[config.mk]
export PLATFORM = sky130hd
export DESIGN_NAME = tx_start_conditioner_flat
export DESIGN_NICKNAME = d
export VERILOG_FILES = /design/src/rtl/tx_start_conditioner_if.sv /design/src/rtl/tx_start_conditioner.sv /design/src/flat_wrapper.sv
export SDC_FILE = /design/constraint.sdc
export NUM_CORES = 1
export LEC_CHECK = 0
export CAP_MARGIN = 0
export CORE_MARGIN = 2
export CORE_UTILIZATION = 50
export CTS_CLUSTER_SIZE = 12
export DETAILED_ROUTE_END_ITERATION = 8
export PLACE_DENSITY = 0.76
export SETUP_SLACK_MARGIN = 0.5
export SYNTH_ARGS = -nofsm -noshare
export SYNTH_HDL_FRONTEND = slang
export SYNTH_SLANG_ARGS = --single-unit
[constraint.sdc]
create_clock -name clk -period 3.25 [get_ports clk]
set_clock_uncertainty 0.1 [all_clocks]
set_input_delay 0.65 -clock clk [delete_from_list [all_inputs] [get_ports clk]]
set_output_delay 0.65 -clock clk [all_outputs]
set_load 0.01 [all_outputs]
[src/rtl/tx_start_conditioner_if.sv]
// Pin-side bundle between the board buttons/switches, the start conditioner and the UART transmitter.
interface tx_start_conditioner_if;
    logic       btn_raw;
    logic [7:0] data_sw;
    logic [1:0] baud_sw;
    logic       tx_start;
    logic [7:0] data_out;
    logic [1:0] baud_out;
    logic       busy;

    modport master (
        output btn_raw, data_sw, baud_sw,
        input  tx_start, data_out, baud_out, busy
    );

    modport slave (
        input  btn_raw, data_sw, baud_sw,
        output tx_start, data_out, baud_out, busy
    );
endinterface

[src/rtl/tx_start_conditioner.sv]
// Synchronises and debounces the transmit button, fires one start pulse per press with the
// switch settings captured at that press, and locks out re-triggers for one UART frame.
module tx_start_conditioner #(
    parameter int DEBOUNCE_CYCLES = 500000,
    parameter int BAUD_DIV0       = 5208,
    parameter int BAUD_DIV1       = 2604,
    parameter int BAUD_DIV2       = 868,
    parameter int BAUD_DIV3       = 434
) (
    input  logic                   clk,
    input  logic                   reset,
    tx_start_conditioner_if.slave  bus
);

    localparam int CNT_W = (DEBOUNCE_CYCLES > 1) ? $clog2(DEBOUNCE_CYCLES) : 1;
    localparam logic [CNT_W-1:0] DB_LAST = CNT_W'(DEBOUNCE_CYCLES - 1);

    typedef enum logic [1:0] {
        IDLE     = 2'd0,
        FIRE     = 2'd1,
        HOLD     = 2'd2,
        WAIT_REL = 2'd3
    } state_t;

    // Ten-bit frame plus one guard bit; the HOLD state runs from this value down to zero.
    function automatic logic [15:0] holdoff_load(input logic [1:0] sel);
        case (sel)
            2'd0:    return 16'(11 * BAUD_DIV0 - 1);
            2'd1:    return 16'(11 * BAUD_DIV1 - 1);
            2'd2:    return 16'(11 * BAUD_DIV2 - 1);
            default: return 16'(11 * BAUD_DIV3 - 1);
        endcase
    endfunction

    logic             btn_sync1_q, btn_sync2_q;
    logic             stable_q, stable_d;
    logic             stable_prev_q;
    logic [CNT_W-1:0] db_cnt_q, db_cnt_d;
    logic             press;

    state_t           state_q, state_d;
    logic [15:0]      hold_q, hold_d;
    logic [7:0]       data_q, data_d;
    logic [1:0]       baud_q, baud_d;

    always_ff @(posedge clk or posedge reset) begin
        if (reset) begin
            btn_sync1_q   <= 1'b0;
            btn_sync2_q   <= 1'b0;
            stable_q      <= 1'b0;
            stable_prev_q <= 1'b0;
            db_cnt_q      <= '0;
        end else begin
            btn_sync1_q   <= bus.btn_raw;
            btn_sync2_q   <= btn_sync1_q;
            stable_q      <= stable_d;
            stable_prev_q <= stable_q;
            db_cnt_q      <= db_cnt_d;
        end
    end

    // A new level is accepted only after DEBOUNCE_CYCLES consecutive disagreeing samples.
    always_comb begin
        stable_d = stable_q;
        db_cnt_d = '0;
        if (btn_sync2_q != stable_q) begin
            if (db_cnt_q == DB_LAST) begin
                stable_d = btn_sync2_q;
            end else begin
                db_cnt_d = db_cnt_q + 1'b1;
            end
        end
    end

    assign press = stable_q & ~stable_prev_q;

    always_ff @(posedge clk or posedge reset) begin
        if (reset) begin
            state_q <= IDLE;
            hold_q  <= '0;
            data_q  <= '0;
            baud_q  <= '0;
        end else begin
            state_q <= state_d;
            hold_q  <= hold_d;
            data_q  <= data_d;
            baud_q  <= baud_d;
        end
    end

    always_comb begin
        state_d = state_q;
        hold_d  = hold_q;
        data_d  = data_q;
        baud_d  = baud_q;
        case (state_q)
            IDLE: begin
                if (press) begin
                    data_d  = bus.data_sw;
                    baud_d  = bus.baud_sw;
                    state_d = FIRE;
                end
            end
            FIRE: begin
                // Holdoff uses the captured baud, so switch moves mid-frame cannot stretch or cut it.
                hold_d  = holdoff_load(baud_q);
                state_d = HOLD;
            end
            HOLD: begin
                if (hold_q == 16'd0) begin
                    state_d = WAIT_REL;
                end else begin
                    hold_d = hold_q - 16'd1;
                end
            end
            WAIT_REL: begin
                if (!stable_q) begin
                    state_d = IDLE;
                end
            end
            default: state_d = IDLE;
        endcase
    end

    assign bus.tx_start = (state_q == FIRE);
    assign bus.busy     = (state_q == FIRE) || (state_q == HOLD);
    assign bus.data_out = data_q;
    assign bus.baud_out = baud_q;

endmodule
[src/flat_wrapper.sv]
// flat-port wrapper written by rule: the top's interface ports become plain ports
module tx_start_conditioner_flat 
#(
    parameter int DEBOUNCE_CYCLES = 500000,
    parameter int BAUD_DIV0       = 5208,
    parameter int BAUD_DIV1       = 2604,
    parameter int BAUD_DIV2       = 868,
    parameter int BAUD_DIV3       = 434
)
  (clk, reset, bus_btn_raw, bus_data_sw, bus_baud_sw, bus_tx_start, bus_data_out, bus_baud_out, bus_busy);
  tx_start_conditioner_if bus_i ();
  input  logic clk;
  input  logic reset;
  input wire logic [$bits(bus_i.btn_raw)-1:0] bus_btn_raw;
  input wire logic [$bits(bus_i.data_sw)-1:0] bus_data_sw;
  input wire logic [$bits(bus_i.baud_sw)-1:0] bus_baud_sw;
  output wire logic [$bits(bus_i.tx_start)-1:0] bus_tx_start;
  output wire logic [$bits(bus_i.data_out)-1:0] bus_data_out;
  output wire logic [$bits(bus_i.baud_out)-1:0] bus_baud_out;
  output wire logic [$bits(bus_i.busy)-1:0] bus_busy;
  assign bus_i.btn_raw = bus_btn_raw;
  assign bus_i.data_sw = bus_data_sw;
  assign bus_i.baud_sw = bus_baud_sw;
  assign bus_tx_start = bus_i.tx_start;
  assign bus_data_out = bus_i.data_out;
  assign bus_baud_out = bus_i.baud_out;
  assign bus_busy = bus_i.busy;
  tx_start_conditioner #(.DEBOUNCE_CYCLES(DEBOUNCE_CYCLES), .BAUD_DIV0(BAUD_DIV0), .BAUD_DIV1(BAUD_DIV1), .BAUD_DIV2(BAUD_DIV2), .BAUD_DIV3(BAUD_DIV3)) u_core (.clk(clk), .reset(reset), .bus(bus_i));
endmodule
[Word level (Yosys, flattened, before mapping)]
Cells that the tools add are included.
Storage, ports and cells
  register bits: 51
  latch bits: 0
  memory bits (writable): 0
  ROM bits: 0
  input port bits: 13
  output and inout port bits: 12
  logic and storage cells: 42
  memories kept: 0
Operators by class
  add/subtract/negate cells: 2
  multipliers: 0
  div/mod/pow operators: 0
  order comparisons: 0
  equality and inequality tests: 11
  shift-type cells: 0
  mux-type cells: 9
  bitwise operators: 2
  reduce and logical (&&, ||, !) cells: 9
Operators with widths (number)
  one-hot mux 16 bit (3 select lines): 1
  2-to-1 mux 19 bit: 2
  one-hot mux 16 bit (2 select lines): 1
  adder 19 x 1 -> 19 bit (second input constant): 1
  == test 19 bit (second input constant): 1
  logical NOT 16 bit: 1
  2-to-1 mux 16 bit: 1
  subtractor 16 x 1 -> 16 bit (second input constant): 1
  one-hot mux 2 bit (4 select lines): 1
  == test 2 bit (second input constant): 3
  2-to-1 mux 2 bit: 3
  AND reduction 2 bit: 3
  == test 2 x 1 -> 1 bit (second input constant): 2
  logical NOT 2 bit: 2
  != test 2 x 1 -> 1 bit (second input constant): 2
  != test 2 bit (second input constant): 2
  AND reduction 3 bit: 1
  nonzero test 2 bit: 1
  AND 1 bit: 1
  logical OR 1 bit: 1
  != test 1 bit: 1
  inverter 1 bit: 1

[Depth between registers and ports, before layout]
  word-level depth: 4
  depth in mapped cells: 8
  gate-level depth less buffers: 6

[Worst setup path after synthesis]
OpenSTA, ideal clock, no wires.
  path kind: reg2reg
  from: register u_core.db_cnt_q[15]
  to: register u_core.db_cnt_q[10]
  library setup time: 0.119 ns
  arrival: 1.608 ns
  required time: 3.031 ns
  setup slack: 1.423 ns
  cell stages (with the launch flop): 6
  path buffers: 1
  period minus slack after synthesis: 1.827 ns
  cell sequence: dfrtp_1 -> nand3_1 -> or4b_4 -> o31ai_4 -> buf_6 -> nor2_1
On the way
  longest elaborated chain between the ends: 3
Ends and longest elaborated chain
  start: declaration: RTL line tx_start_conditioner.sv:38  | logic [CNT_W-1:0] db_cnt_q, db_cnt_d;
  start signal: assignment: RTL line tx_start_conditioner.sv:58  | db_cnt_q <= db_cnt_d;
  == test 19 bit: RTL line tx_start_conditioner.sv:67  | if (db_cnt_q == DB_LAST) begin
  2-to-1 mux 19 bit: RTL line tx_start_conditioner.sv:67
  2-to-1 mux 19 bit: RTL line tx_start_conditioner.sv:66  | if (btn_sync2_q != stable_q) begin
  named net u_core.db_cnt_d[10]: RTL line tx_start_conditioner.sv:38
The timed path passes the listed nets, and every way through them passes these cells.
A chain may end at the register's enable or synchronous reset.

[Worst setup path after layout]
  from: register u_core.state_q[1]
  to: output port bus_tx_start
On the way
  longest elaborated chain between the ends: 1
Ends and longest elaborated chain
  start: declaration: RTL line tx_start_conditioner.sv:41  | state_t state_q, state_d;
  start signal: assignment: RTL line tx_start_conditioner.sv:84  | state_q <= state_d;
  == test 2 x 1 -> 1 bit: RTL line tx_start_conditioner.sv:125  | assign bus.tx_start = (state_q == FIRE);
  end: declaration: RTL line flat_wrapper.sv:17  | output wire logic [$bits(bus_i.tx_start)-1:0] bus_tx_start;
Every way passes these cells.

==> results.md <==
* CTS clk-pin slew, worst paths at ~0.090 ns
* Final worst slack at 0.710 ns
* Final HPWL DP at approximately 4 mm
* Worst-path cell chain: inv_1 > ha_2 > clkdlybuf4s50_1
* RSZ-0062 raised after global routing: false
* # rows at 27
* Initial DRC count at 168
* Sum Neg Setup Slack at 0 ns
* Synth top area share at 0.463
* Worst Setup Start Kind: flop
* H-Tree Depth at 2
* Clock network power share at 0.383
* Mapped Area at 2760 µm²
* Final Hold Viols at 0
* Per-cell routed wire length at between 10 and 15 µm
* CTS tree: done
* WP data arrival at 1.79 ns
* Yosys warns at 0
* DIE AREA at 6130 µm²
* Layout area overhead at 15.6%
* Die outline width at between 70 and 80 µm
* Critical Path Max Stage Delay at 0.59 ns
* Dominant cell type by area after synthesis: dfrtp_1
* Seq/Total Area, Yosys at 0.463
* DRT Wirelength at 5.61 mm
* Share of power burned in registers at 0.554
* Endpoint class of the critical path: primary output
* Async S/R FF share, synth at 1.00
* Status: finished, final reports clean
* GPL Wtd Cong at roughly 0.9
* Worst Max-Slew Pin Slew at roughly 0.8 ns
* Tmin final at between 2 and 3 ns
* Initial antenna violation count at 0
* Final #Nets at approximately 330
* Switching share of power at 0.210
* Total CTS buffers at 5
* Drt pass-1 iters at 4
* Max Fclk at 0.394 GHz
* DRC at 0
* Critical path buffers and inverters at 2
* Routed vias/inst at 5.89
* Critical path peak fanout at 13
* Starting density of the core at 0.510
* Global-route wire length before repair at 9.60 mm
* Hold Path Class: flop to flop
* Avg Cell Area, Syn at 10.0 µm²
* Pin count of the biggest net entering global routing at 24
* Vias at 2,201
* Total gr overflow at 0
* Root buffer cell: clkbuf_8
* Post-CTS sizing at 0
* Num Clock Sinks at 51
* Logic pwr share at 0.063
* Cells after Synth at 276
* Finished Core Util at 0.590
* Die Ht at 78.3 µm
* WP data required at around 2.5 ns
* Layout cells sized above 1 at 0.113
* GRT Resource Usage Total at 0.196
* Hold buffers post-CTS at 0
* #FFs+latches synth at 51
* Top FF cell, synth: dfrtp_1
* Power Density at 370 nW/µm²
* Maximum clock path buffer count at 2
* Core area at roughly 5400 µm²
* Leak pwr at between 1 and 1.5 nW
* Area contributors post-synth: dfrtp_1 46%, ha_1 5.0%, mux2_2 4.5%
* Worst skew pair latency at 0.30 ns
* Critical path class: flop to primary output
* Final setup violation count at 0
* Max_cap viols at 0
* Sw power at 247 µW
* Post-synth EDFFs at 0
* ANT nets after route at 0
* Postcts setup bufs at 0
* Netlist cell types at 54
* Max Slew Vio Count at 0
* Vias in the first global route at 2,097
* VDD IR-drop max at 0.286 mV
* Dpl ws at 0.913 ns
* Hold_ws at 0.252 ns
* Critical path's slowest cell: clkdlybuf4s50_1
* Port Buf Inserts at 24
* Crit share post-route at 0.782
* Ports at 25
* Delay-heaviest family, CP: buffers and inverters
* Int Pwr at 932 µW
* Mapped Nets at 300
* Slew Limit Headroom at 0.464
* Antenna Diode Count at 0
==> per-layer routing <==
layer / global-route usage / share of wire
met1: 0.266 / 0.45
met2: 0.309 / 0.47
met4: 0.0614 / 0.013
met3: 0.0494 / 0.060
met5: 0 / 0
==> stage by stage <==
step / instance area [µm²] / instances / power [mW]
final: 3190 / 374 / 1.18
after global routing: 3190 / 374 / 1.23
after CTS: 3190 / 374 / 1.20
after detailed placement: 3070 / 366 / 0.742
after global placement: 3070 / 366 / 0.739
after floorplan: 2760 / 276 / 0.702
==> cell usage after synthesis, types with 2 or more instances <==
library cell,count
nor2_1,28
xnor2_1,12
a31oi_1,4
nand3_1,8
o311ai_0,2
nand2_1,15
o22ai_1,3
o31ai_1,2
mux2_2,11
nor4_1,8
o2111ai_1,2
or3_1,6
a21oi_1,11
mux2i_1,4
a22oi_1,2
or2_2,2
inv_1,17
clkbuf_1,7
o211ai_1,6
dfrtp_1,51
xor2_1,3
ha_1,11
a211o_1,3
nor3_1,8
nand4_1,6
o21ai_0,12
nand2b_1,4
nor2b_1,2
==> registers in the layout (all words and copies together), names as in the netlist, 2 cells and up <==
| name | count |
|---|---|
| u_core.hold_q | 16 |
| u_core.bus.baud_out | 2 |
| u_core.bus.data_out | 8 |
| u_core.db_cnt_q | 19 |
| u_core.state_q | 2 |
==> cell type report <==
cell class	count	area, µm²
Sequential cell	51	1280
Clock buffer	6	82.6
Inverter	17	63.8
Clock inverter	2	35.0
Multi-Input combinational cell	199	1380
Timing Repair Buffer	27	263
Tap cell	72	90.1
Fill cell	476	2220
==> kinds of logic after synthesis <==
group / count (synthesis) / synth area share
simple gates: 97 / 0.186
compound gates: 61 / 0.156
flops: 51 / 0.463
buf+inv: 26 / 0.0385
xor+xnor: 15 / 0.0476
mux: 15 / 0.0594
fa+ha+maj: 11 / 0.0499
==> path summary, 6_finish.rpt <==
path / end / startpoint / slack, ns / cells after the start
max in group asynchronous: u_core.db_cnt_q[4]$_DFF_PP0_ / reset / 1.89 / 3
min in group asynchronous: u_core.bus.data_out[0]$_DFFE_PP0P_ / reset / 0.57 / 2
hold reg to reg: u_core.btn_sync2_q$_DFF_PP0_ / u_core.btn_sync1_q$_DFF_PP0_ / 0.25 / 0
setup reg to reg: u_core.hold_q[1]$_DFFE_PP0P_ / u_core.state_q[0]$_DFFE_PP0P_ / 0.95 / 5
hold / removal: u_core.btn_sync2_q$_DFF_PP0_ / u_core.btn_sync1_q$_DFF_PP0_ / 0.25 / 0
setup / recovery: bus_tx_start / u_core.state_q[1]$_DFFE_PP0P_ / 0.71 / 3
==> power groups by stage <==
stage | clock [mW] | combinational (mW) | sequential [mW]
after CTS | 0.466 | 0.0761 | 0.654
final | 0.452 | 0.0744 | 0.654
after detailed placement | 0 | 0.0761 | 0.666
after floorplan | 0 | 0.0352 | 0.667
after global routing | 0.496 | 0.0836 | 0.655
after global placement | 0 | 0.0739 | 0.665
==> cells in the final DEF, fill, tap and decap left out, types with 4 or more instances in the layout <==
cell and count:
dfrtp_1 51, inv_1 16, nand3_1 8, nor4_1 8
nand2b_1 4, nor3_1 8, a31oi_1 4, mux2_2 11
o211ai_1 6, nor2_1 28, xnor2_1 12, nand2_1 15
a21oi_1 11, clkdlybuf4s50_1 24, or3_1 6, mux2i_1 4
nand4_1 6, o21ai_0 12, ha_1 10, clkbuf_8 6
No activity file was read; power rests on OpenSTA's default activity.
